$ cat src/rtl/bm_packet_req_gen_pkg.sv
// Shared widths, FSM encoding and packet_req payload for bm_packet_req_gen.
package bm_packet_req_gen_pkg;

  localparam int unsigned PORT_ID_NBITS      = 4;
  localparam int unsigned BUF_PTR_NBITS      = 10;
  localparam int unsigned BUF_PTR_LSB_NBITS  = 2;
  localparam int unsigned DATA_PATH_NBYTES   = 16;
  localparam int unsigned DATA_PATH_VB_NBITS = 4;
  localparam int unsigned LEN_NBITS          = 14;
  localparam int unsigned ED_CREDITS         = 8;
  localparam int unsigned CREDIT_NBITS       = $clog2(ED_CREDITS + 1);

  typedef enum logic [1:0] {
    IDLE    = 2'd0,
    BEAT    = 2'd1,
    LL_WAIT = 2'd2
  } state_e;

  // One beat request towards the shared packet memory
  typedef struct packed {
    logic [PORT_ID_NBITS-1:0]      src_port_id;
    logic [PORT_ID_NBITS-1:0]      dst_port_id;
    logic                          sop;
    logic                          eop;
    logic [DATA_PATH_VB_NBITS-1:0] valid_bytes;
    logic [BUF_PTR_NBITS-1:0]      buf_ptr;
    logic [BUF_PTR_LSB_NBITS-1:0]  buf_ptr_lsb;
  } preq_t;

endpackage

$ cat src/rtl/bm_credit_counter.sv
// Saturating up/down credit counter with reset-to-init value and nonzero flag.
module bm_credit_counter
  import bm_packet_req_gen_pkg::*;
#(
  parameter int unsigned CNT_NBITS = CREDIT_NBITS,
  parameter int unsigned INIT_VAL  = ED_CREDITS
) (
  input  logic                 clk,
  input  logic                 rst,
  input  logic                 i_dec,
  input  logic                 i_inc,
  output logic [CNT_NBITS-1:0] o_count,
  output logic                 o_nonzero_c
);

  logic [CNT_NBITS-1:0] r_count;

  // Simultaneous inc/dec cancel; inc saturates at the init value, dec at zero
  always_ff @(posedge clk) begin
    if (rst) begin
      r_count <= CNT_NBITS'(INIT_VAL);
    end else begin
      case ({i_inc, i_dec})
        2'b10: if (r_count != CNT_NBITS'(INIT_VAL)) r_count <= r_count + CNT_NBITS'(1);
        2'b01: if (r_count != '0) r_count <= r_count - CNT_NBITS'(1);
        default: r_count <= r_count;
      endcase
    end
  end

  assign o_count     = r_count;
  assign o_nonzero_c = (r_count != '0);

endmodule

$ cat src/rtl/bm_packet_req_gen.sv
// Buffer-manager packet-read initiator: walks a descriptor's buffer chain and
// issues one packet_req per beat, gated by downstream ED credits.
// Optional ack shadow check enabled by defining BM_PREQ_ACK_CHECK_EN.
module bm_packet_req_gen
  import bm_packet_req_gen_pkg::*;
(
  input  logic                          clk,
  input  logic                          rst,
  input  logic                          tm_bm_desc_valid,
  output logic                          tm_bm_desc_ready,
  input  logic [PORT_ID_NBITS-1:0]      tm_bm_desc_src_port_id,
  input  logic [PORT_ID_NBITS-1:0]      tm_bm_desc_dst_port_id,
  input  logic [BUF_PTR_NBITS-1:0]      tm_bm_desc_buf_ptr,
  input  logic [LEN_NBITS-1:0]          tm_bm_desc_len,
  output logic                          ll_rd_req,
  output logic [BUF_PTR_NBITS-1:0]      ll_rd_ptr,
  input  logic                          ll_rd_valid,
  input  logic [BUF_PTR_NBITS-1:0]      ll_rd_next_ptr,
  input  logic                          ed_bm_credit_return,
  output logic                          packet_req,
  output logic [PORT_ID_NBITS-1:0]      packet_req_src_port_id,
  output logic [PORT_ID_NBITS-1:0]      packet_req_dst_port_id,
  output logic                          packet_req_sop,
  output logic                          packet_req_eop,
  output logic [DATA_PATH_VB_NBITS-1:0] packet_req_valid_bytes,
  output logic [BUF_PTR_NBITS-1:0]      packet_req_buf_ptr,
  output logic [BUF_PTR_LSB_NBITS-1:0]  packet_req_buf_ptr_lsb,
  input  logic                          packet_ack_data_valid,
  input  logic [PORT_ID_NBITS-1:0]      packet_ack_port_id,
  input  logic                          packet_ack_sop,
  output logic                          err_ack_mismatch
);

  state_e                         r_state, w_state_nxt;

  logic [PORT_ID_NBITS-1:0]       r_src, w_src;
  logic [PORT_ID_NBITS-1:0]       r_dst, w_dst;
  logic [BUF_PTR_NBITS-1:0]       r_ptr, w_ptr;
  logic [BUF_PTR_LSB_NBITS-1:0]   r_lsb, w_lsb;
  logic [LEN_NBITS-1:0]           r_bytes_left, w_bytes_left;
  logic                           r_first, w_first;

  preq_t                          r_preq, w_preq;
  logic                           r_packet_req, w_packet_req;
  logic                           r_ll_rd_req, w_ll_rd_req;
  logic [BUF_PTR_NBITS-1:0]       r_ll_rd_ptr, w_ll_rd_ptr;
  logic                           r_desc_ready, w_desc_ready;

  logic                           w_issue;
  logic                           w_eop;
  logic                           w_credit_ok;
  logic [CREDIT_NBITS-1:0]        w_unused_credit_cnt;

  // Downstream ED credit pool: one credit per issued beat
  bm_credit_counter #(
    .CNT_NBITS (CREDIT_NBITS),
    .INIT_VAL  (ED_CREDITS)
  ) u_credit (
    .clk         (clk),
    .rst         (rst),
    .i_dec       (w_issue),
    .i_inc       (ed_bm_credit_return),
    .o_count     (w_unused_credit_cnt),
    .o_nonzero_c (w_credit_ok)
  );

  // FSM state register
  always_ff @(posedge clk) begin
    if (rst) r_state <= IDLE;
    else     r_state <= w_state_nxt;
  end

  // Next-state, packet context and registered-output next values
  always_comb begin
    w_state_nxt  = r_state;
    w_src        = r_src;
    w_dst        = r_dst;
    w_ptr        = r_ptr;
    w_lsb        = r_lsb;
    w_bytes_left = r_bytes_left;
    w_first      = r_first;
    w_preq       = r_preq;
    w_packet_req = 1'b0;
    w_ll_rd_req  = 1'b0;
    w_ll_rd_ptr  = r_ll_rd_ptr;
    w_issue      = 1'b0;
    w_eop        = (r_bytes_left <= LEN_NBITS'(DATA_PATH_NBYTES));

    case (r_state)
      IDLE: begin
        if (tm_bm_desc_valid && r_desc_ready) begin
          w_src        = tm_bm_desc_src_port_id;
          w_dst        = tm_bm_desc_dst_port_id;
          w_ptr        = tm_bm_desc_buf_ptr;
          w_lsb        = '0;
          w_bytes_left = tm_bm_desc_len;
          w_first      = 1'b1;
          w_state_nxt  = BEAT;
        end
      end
      BEAT: begin
        if (w_credit_ok) begin
          w_issue            = 1'b1;
          w_packet_req       = 1'b1;
          w_preq.src_port_id = r_src;
          w_preq.dst_port_id = r_dst;
          w_preq.sop         = r_first;
          w_preq.eop         = w_eop;
          w_preq.valid_bytes = w_eop ? r_bytes_left[DATA_PATH_VB_NBITS-1:0] : '0;
          w_preq.buf_ptr     = r_ptr;
          w_preq.buf_ptr_lsb = r_lsb;
          w_bytes_left       = w_eop ? '0 : r_bytes_left - LEN_NBITS'(DATA_PATH_NBYTES);
          w_first            = 1'b0;
          if (w_eop) begin
            w_state_nxt = IDLE;
          end else if (&r_lsb) begin
            w_ll_rd_req = 1'b1;
            w_ll_rd_ptr = r_ptr;
            w_state_nxt = LL_WAIT;
          end else begin
            w_lsb = r_lsb + BUF_PTR_LSB_NBITS'(1);
          end
        end
      end
      LL_WAIT: begin
        if (ll_rd_valid) begin
          w_ptr       = ll_rd_next_ptr;
          w_lsb       = '0;
          w_state_nxt = BEAT;
        end
      end
      default: w_state_nxt = IDLE;
    endcase

    w_desc_ready = (w_state_nxt == IDLE);
  end

  // Packet context and output registers
  always_ff @(posedge clk) begin
    if (rst) begin
      r_src        <= '0;
      r_dst        <= '0;
      r_ptr        <= '0;
      r_lsb        <= '0;
      r_bytes_left <= '0;
      r_first      <= 1'b0;
      r_preq       <= '0;
      r_packet_req <= 1'b0;
      r_ll_rd_req  <= 1'b0;
      r_ll_rd_ptr  <= '0;
      r_desc_ready <= 1'b0;
    end else begin
      r_src        <= w_src;
      r_dst        <= w_dst;
      r_ptr        <= w_ptr;
      r_lsb        <= w_lsb;
      r_bytes_left <= w_bytes_left;
      r_first      <= w_first;
      r_preq       <= w_preq;
      r_packet_req <= w_packet_req;
      r_ll_rd_req  <= w_ll_rd_req;
      r_ll_rd_ptr  <= w_ll_rd_ptr;
      r_desc_ready <= w_desc_ready;
    end
  end

  assign tm_bm_desc_ready       = r_desc_ready;
  assign ll_rd_req              = r_ll_rd_req;
  assign ll_rd_ptr              = r_ll_rd_ptr;
  assign packet_req             = r_packet_req;
  assign packet_req_src_port_id = r_preq.src_port_id;
  assign packet_req_dst_port_id = r_preq.dst_port_id;
  assign packet_req_sop         = r_preq.sop;
  assign packet_req_eop         = r_preq.eop;
  assign packet_req_valid_bytes = r_preq.valid_bytes;
  assign packet_req_buf_ptr     = r_preq.buf_ptr;
  assign packet_req_buf_ptr_lsb = r_preq.buf_ptr_lsb;

`ifdef BM_PREQ_ACK_CHECK_EN
  logic                     r_sh_req;
  logic [PORT_ID_NBITS-1:0] r_sh_dst;
  logic                     r_sh_sop;
  logic                     r_err;
  logic                     w_ack_bad;

  // Shadow of the request issued last cycle; its ack is due now
  always_ff @(posedge clk) begin
    if (rst) begin
      r_sh_req <= 1'b0;
      r_sh_dst <= '0;
      r_sh_sop <= 1'b0;
    end else begin
      r_sh_req <= r_packet_req;
      r_sh_dst <= r_preq.dst_port_id;
      r_sh_sop <= r_preq.sop;
    end
  end

  always_comb begin
    w_ack_bad = (packet_ack_data_valid != r_sh_req) ||
                (packet_ack_data_valid && r_sh_req &&
                 ((packet_ack_port_id != r_sh_dst) || (packet_ack_sop != r_sh_sop)));
  end

  // Sticky mismatch flag, cleared only by reset
  always_ff @(posedge clk) begin
    if (rst)            r_err <= 1'b0;
    else if (w_ack_bad) r_err <= 1'b1;
  end

  assign err_ack_mismatch = r_err;
`else
  logic w_unused_ack;
  assign w_unused_ack     = ^{packet_ack_data_valid, packet_ack_port_id, packet_ack_sop};
  assign err_ack_mismatch = 1'b0;
`endif

endmodule

$ cat config.mk
export PLATFORM = sky130hd
export DESIGN_NAME = bm_packet_req_gen
export DESIGN_NICKNAME = d
export VERILOG_FILES = /design/src/rtl/bm_packet_req_gen_pkg.sv /design/src/rtl/bm_credit_counter.sv /design/src/rtl/bm_packet_req_gen.sv
export SDC_FILE = /design/constraint.sdc
export NUM_CORES = 1
export LEC_CHECK = 0
export ABC_CLOCK_PERIOD_IN_PS = 3500
export BUFFER_PORTS_ARGS = -buffer_cell sky130_fd_sc_hd__buf_2
export CORE_UTILIZATION = 40
export CTS_CLUSTER_SIZE = 10
export DETAILED_ROUTE_END_ITERATION = 6
export PLACE_DENSITY = 0.68
export SLEW_MARGIN = 20
export SYNTH_ARGS = -nofsm -noshare
export SYNTH_HDL_FRONTEND = slang
export SYNTH_SLANG_ARGS = --single-unit
$ cat constraint.sdc
create_clock -name clk -period 3.5 [get_ports clk]
set_input_delay 0.35 -clock clk [delete_from_list [all_inputs] [get_ports clk]]
set_output_delay 0.35 -clock clk [all_outputs]
set_load 0.03 [all_outputs]
==> report_table.html <==
<table>
<tr><th>Metric</th><th>Value</th></tr>
<tr><th colspan="2">Power</th></tr>
<tr><td>Leakage power</td><td>1.771 nW</td></tr>
<tr><td>Worst ir drop on vdd</td><td>between 0.2 and 0.3 mV</td></tr>
<tr><td>Power Density</td><td>~500 nW/um2</td></tr>
<tr><td>Post-layout total power</td><td>approximately 0.0021 W</td></tr>
<tr><th colspan="2">CTS</th></tr>
<tr><td>Clock Sinks</td><td>80</td></tr>
<tr><td>CTS root buffer</td><td>clkbuf_8</td></tr>
<tr><td>Post-cts hold buffer count</td><td>0</td></tr>
<tr><td>Clock buffer count from CTS</td><td>9</td></tr>
<tr><td>Clk_lat worst skew</td><td>0.35 ns</td></tr>
<tr><td>Deepest level of the CTS H-tree</td><td>3</td></tr>
<tr><td>Clock transition at path regs</td><td>0.08 ns</td></tr>
<tr><td>Clk buf depth</td><td>2</td></tr>
<tr><td>Post-CTS Repair Setup Buffers</td><td>0</td></tr>
<tr><td>Clock tree from TritonCTS</td><td>yes</td></tr>
<tr><td>Post-cts gate resize count</td><td>0</td></tr>
<tr><th colspan="2">Setup path</th></tr>
<tr><td>Critical path data arrival time</td><td>roughly 2.9 ns</td></tr>
<tr><td>Maximum fanout along the worst path</td><td>6</td></tr>
<tr><td>Required @ worst endpoint</td><td>3.72 ns</td></tr>
<tr><td>Worst path most repeated cell</td><td>ha_1</td></tr>
<tr><td>Kind of cell adding the most delay to the critical path</td><td>simple AND/OR/NAND/NOR gates</td></tr>
<tr><td>R2r startpoint</td><td>u_credit.o_count[0]</td></tr>
<tr><td>Cell chain of the critical path</td><td>or4_1 -&gt; nand2_1 -&gt; clkinv_1 -&gt; ha_1 -&gt; ha_1 -&gt; a21o_1 -&gt; a21oi_1 -&gt; xnor2_1 -&gt; and3_1 -&gt; o21ai_0</td></tr>
<tr><td>Cell type of the slowest stage on the worst timing path</td><td>or4_1</td></tr>
<tr><td>CP startpoint kind</td><td>flip-flop</td></tr>
<tr><td>Startpoint-to-endpoint class of the critical path</td><td>flip-flop to flip-flop</td></tr>
<tr><td>Kind of capture point of the worst setup path</td><td>flip-flop</td></tr>
<tr><td>Critical path buffer and inverter count</td><td>1</td></tr>
<tr><td>Setup crit start</td><td>u_credit.o_count[0]</td></tr>
<tr><td>Crit path largest cell delay</td><td>approximately 0.67 ns</td></tr>
<tr><th colspan="2">Drt</th></tr>
<tr><td>Post-detailed-route wirelength per cell</td><td>between 10 and 15 um</td></tr>
<tr><td>Final antenna-violating net count</td><td>0</td></tr>
<tr><td>Number of DRC violations after detailed routing</td><td>0</td></tr>
<tr><td>Total wire length after detailed routing</td><td>around 8 mm</td></tr>
<tr><td>Initial drt markers</td><td>roughly 120</td></tr>
<tr><td>Via count</td><td>about 3100</td></tr>
<tr><td>DR pass1 iterations</td><td>5</td></tr>
<tr><td>Mean number of vias per cell</td><td>5.193</td></tr>
<tr><th colspan="2">Min path</th></tr>
<tr><td>Tightest Hold Check Type</td><td>primary input to flip-flop</td></tr>
<tr><td>Worst hold start</td><td>tm_bm_desc_len[6]</td></tr>
<tr><th colspan="2">Cells and area</th></tr>
<tr><td>Post-layout net count</td><td>~550</td></tr>
<tr><td>Area added between synthesis and finish</td><td>19.74%</td></tr>
<tr><td>Most common cell after layout, fill and taps aside</td><td>buf_2</td></tr>
<tr><td>Area of all placed cells without fillers</td><td>4182 um2</td></tr>
<tr><td>Proportion of layout cells with a drive suffix above 1</td><td>between 20% and 30%</td></tr>
<tr><td>Top library cells by usage in the layout, fill and taps aside</td><td>buf_2 (85), dfxtp_1 (80), nand2_1 (77), a21oi_1 (58), nor2_1 (32)</td></tr>
<tr><td>Number of inserted diodes</td><td>0</td></tr>
<tr><th colspan="2">GRT</th></tr>
<tr><td>Total GRT Usage</td><td>18.29%</td></tr>
<tr><td>Vias in the first global route</td><td>between 2000 and 3000</td></tr>
<tr><td>Pin count of the biggest net entering global routing</td><td>46</td></tr>
<tr><td>Antenna violations before repair</td><td>0</td></tr>
<tr><td>Congestion Overflow GR</td><td>0</td></tr>
<tr><td>Global-route wire length before repair</td><td>12.90 mm</td></tr>
<tr><th colspan="2">Flow run</th></tr>
<tr><td>Reported max-cap violation count</td><td>0</td></tr>
<tr><th colspan="2">Floorplan</th></tr>
<tr><td>Area of the placeable core</td><td>8341 um2</td></tr>
<tr><td>Number of placement rows</td><td>33</td></tr>
<tr><td>Die Span Y</td><td>roughly 95 um</td></tr>
<tr><td>Horiz. Die Dim</td><td>roughly 95 um</td></tr>
<tr><td>Starting Density</td><td>about two fifths</td></tr>
<tr><td>Number of primary I/O pins</td><td>93</td></tr>
<tr><td>Die Footprint</td><td>around 9000 um2</td></tr>
<tr><th colspan="2">Synthesis</th></tr>
<tr><td>Number of storage elements in the synthesis netlist</td><td>80</td></tr>
<tr><td>Share of the synthesized netlist area taken by xor and xnor gates</td><td>less than 1%</td></tr>
<tr><td>Simple-Gate Fraction of Synth Area</td><td>20.46%</td></tr>
<tr><td>Proportion of register bits with asynchronous set or reset after synthesis</td><td>0%</td></tr>
<tr><td>Top area cells in the synthesized netlist</td><td>dfxtp_1 (46%), a21oi_1 (8.5%), nand2_1 (8.3%), mux2i_1 (6.0%), a211oi_1 (3.7%)</td></tr>
<tr><td>Cell count after synthesis</td><td>411</td></tr>
<tr><td>Fraction of synthesized cell area taken by the top area cell type</td><td>approximately 46%</td></tr>
<tr><td>Compound-cell area share of the yosys netlist</td><td>19.31%</td></tr>
<tr><td>Average instance area after synthesis</td><td>about 8.5 um2</td></tr>
<tr><td>Flip-flop cell with the highest count after synthesis</td><td>dfxtp_1</td></tr>
<tr><td>Area share of fa/ha/maj cells after synthesis</td><td>under 10%</td></tr>
<tr><td>Cell area after synthesis</td><td>3492 um2</td></tr>
<tr><td>Yosys top cell by area</td><td>dfxtp_1</td></tr>
<tr><td>Total number of yosys warnings</td><td>0</td></tr>
<tr><td>Number of enable flip-flop cells after synthesis</td><td>0</td></tr>
<tr><td>Number of library cell types mapped by synthesis</td><td>between 50 and 60</td></tr>
<tr><td>Synthesized net count</td><td>roughly 470</td></tr>
<tr><td>Sequential area share after synthesis</td><td>45.86%</td></tr>
<tr><td>Dominant combinational cell family by area after synthesis</td><td>simple AND/OR/NAND/NOR gates</td></tr>
<tr><td>Multiplexer area fraction after synthesis</td><td>6.019%</td></tr>
<tr><th colspan="2">Timing</th></tr>
<tr><td>Hold violation count in the final report</td><td>0</td></tr>
<tr><td>Tmin final</td><td>around 2.7 ns</td></tr>
<tr><td>Slew at the pin closest to its max-slew limit</td><td>1.022 ns</td></tr>
<tr><td>Max Clock Skew</td><td>approximately 0.0074 ns</td></tr>
<tr><td>Max-slew headroom at the worst pin</td><td>31.40%</td></tr>
<tr><td>Post-route clock period utilization</td><td>77.74%</td></tr>
<tr><td>Final number of max-transition violations</td><td>0</td></tr>
<tr><td>Final TNS setup</td><td>0 ns</td></tr>
<tr><td>Timing-limited maximum frequency</td><td>0.3675 GHz</td></tr>
<tr><td>Setup violations, final</td><td>0</td></tr>
<tr><td>RSZ-0062 raised after global routing</td><td>no</td></tr>
<tr><th colspan="2">Placed design</th></tr>
<tr><td>Half-perimeter wire length after detailed placement</td><td>5.408 mm</td></tr>
<tr><td>Final weighted congestion in routability-driven placement</td><td>0.8123</td></tr>
<tr><td>Dpl cell area</td><td>3993 um2</td></tr>
<tr><td>PortBufs</td><td>85</td></tr>
<tr><th colspan="2">Outcome</th></tr>
<tr><td>Run status</td><td>finished, final reports clean</td></tr>
</table>
==> final timing paths <==
kind	endpoint	slack, ns	depth (start not counted)
setup / recovery	u_credit.o_count[3]	0.78	10
setup reg to reg	u_credit.o_count[3]	0.78	10
hold reg to reg	packet_req_buf_ptr_lsb[1]	0.45	2
hold / removal	r_bytes_left[6]	0.24	3
==> through the flow <==
stage | std cells | util (%) | hold slack, ns | worst slack, ns
after floorplan | 411 | - | 0.4321 | 0.6096
after global placement | 579 | 47.87 | 0.4399 | 0.8710
after detailed placement | 579 | 47.87 | 0.4444 | 0.7874
after CTS | 595 | 50.14 | 0.2204 | 0.7725
after global routing | 595 | 50.14 | 0.2178 | 0.6137
final | 595 | 50.14 | 0.2358 | 0.7792
==> power by group <==
group | internal [W] | leakage, nW | switching [W]
Clock | 0.000329 | 0.0856 | 0.000329
Sequential | 0.000967 | 0.650 | 0.0000517
Combinational | 0.000165 | 1.04 | 0.000267
==> state kept, by name, indices dropped and copies added, names as in the netlist <==
register                flops
r_bytes_left               14
packet_req_valid_bytes      4
packet_req                  1
packet_req_buf_ptr         10
r_first                     1
u_credit.o_count            4
r_src                       4
tm_bm_desc_ready            1
packet_req_eop              1
ll_rd_req                   1
r_ptr                      10
ll_rd_ptr                  10
packet_req_src_port_id      4
packet_req_buf_ptr_lsb      2
r_lsb                       2
packet_req_dst_port_id      4
packet_req_sop              1
r_dst                       4
r_state                     2
==> cell usage after synthesis (2+ instances only) <==
cell type	count
ha_1	7
or4_1	4
nand2_1	77
nand4_1	2
buf_4	2
a211oi_1	17
buf_1	2
nor3b_1	2
nor4_1	2
nor2b_1	5
a21oi_1	59
nor4b_1	2
a21o_1	4
mux2i_1	21
xnor2_1	3
clkbuf_1	18
o211a_1	2
buf_2	6
nor2_1	32
o21ai_0	8
o31ai_1	3
a221oi_1	2
or3_4	2
nor3_1	4
inv_1	8
nand2b_1	3
and3_1	2
a31oi_1	2
dfxtp_1	80
nand3_1	8
==> routing by layer <==
metal / global-route usage (%) / vias to the layer above / share of wire, %
met1: 21.51 / 1417 / 45
met3: 7.097 / 7 / 6.7
met2: 30.95 / 81 / 48
met4: 4.975 / 0 / 0.64
met5: 0 / - / 0
li1: - / 1585 / -
==> layout make-up <==
cell class / count / area (um2)
Clock buffer: 11 / 131.4
Clock inverter: 5 / 57.56
Fill cell: 831 / 4159
Inverter: 9 / 33.78
Multi-Input combinational cell: 294 / 1755
Sequential cell: 80 / 1602
Tap cell: 105 / 131.4
Timing Repair Buffer: 91 / 470.5
==> worst reg2reg max path: cells and delay by family, from the launching register on <==
family | cells | cell delay (ns)
AOI/OAI and AO/OA | 3 | 0.43
xor gates and xnor gates | 1 | 0.17
adders and majority gates | 2 | 0.56
buffers and inverters | 1 | 0.09
DFF | 1 | 0.37
and+or+nand+nor | 3 | 1.00
==> kinds of logic after synthesis <==
group / count (synthesis)
AO/OA/AOI/OAI: 108
XOR/XNOR: 3
adder cells (fa/ha/maj): 8
buffers and inverters: 37
flip-flops: 80
multiplexers: 21
other: 1
AND/OR/NAND/NOR: 153
(Power assumes the default switching activity.)
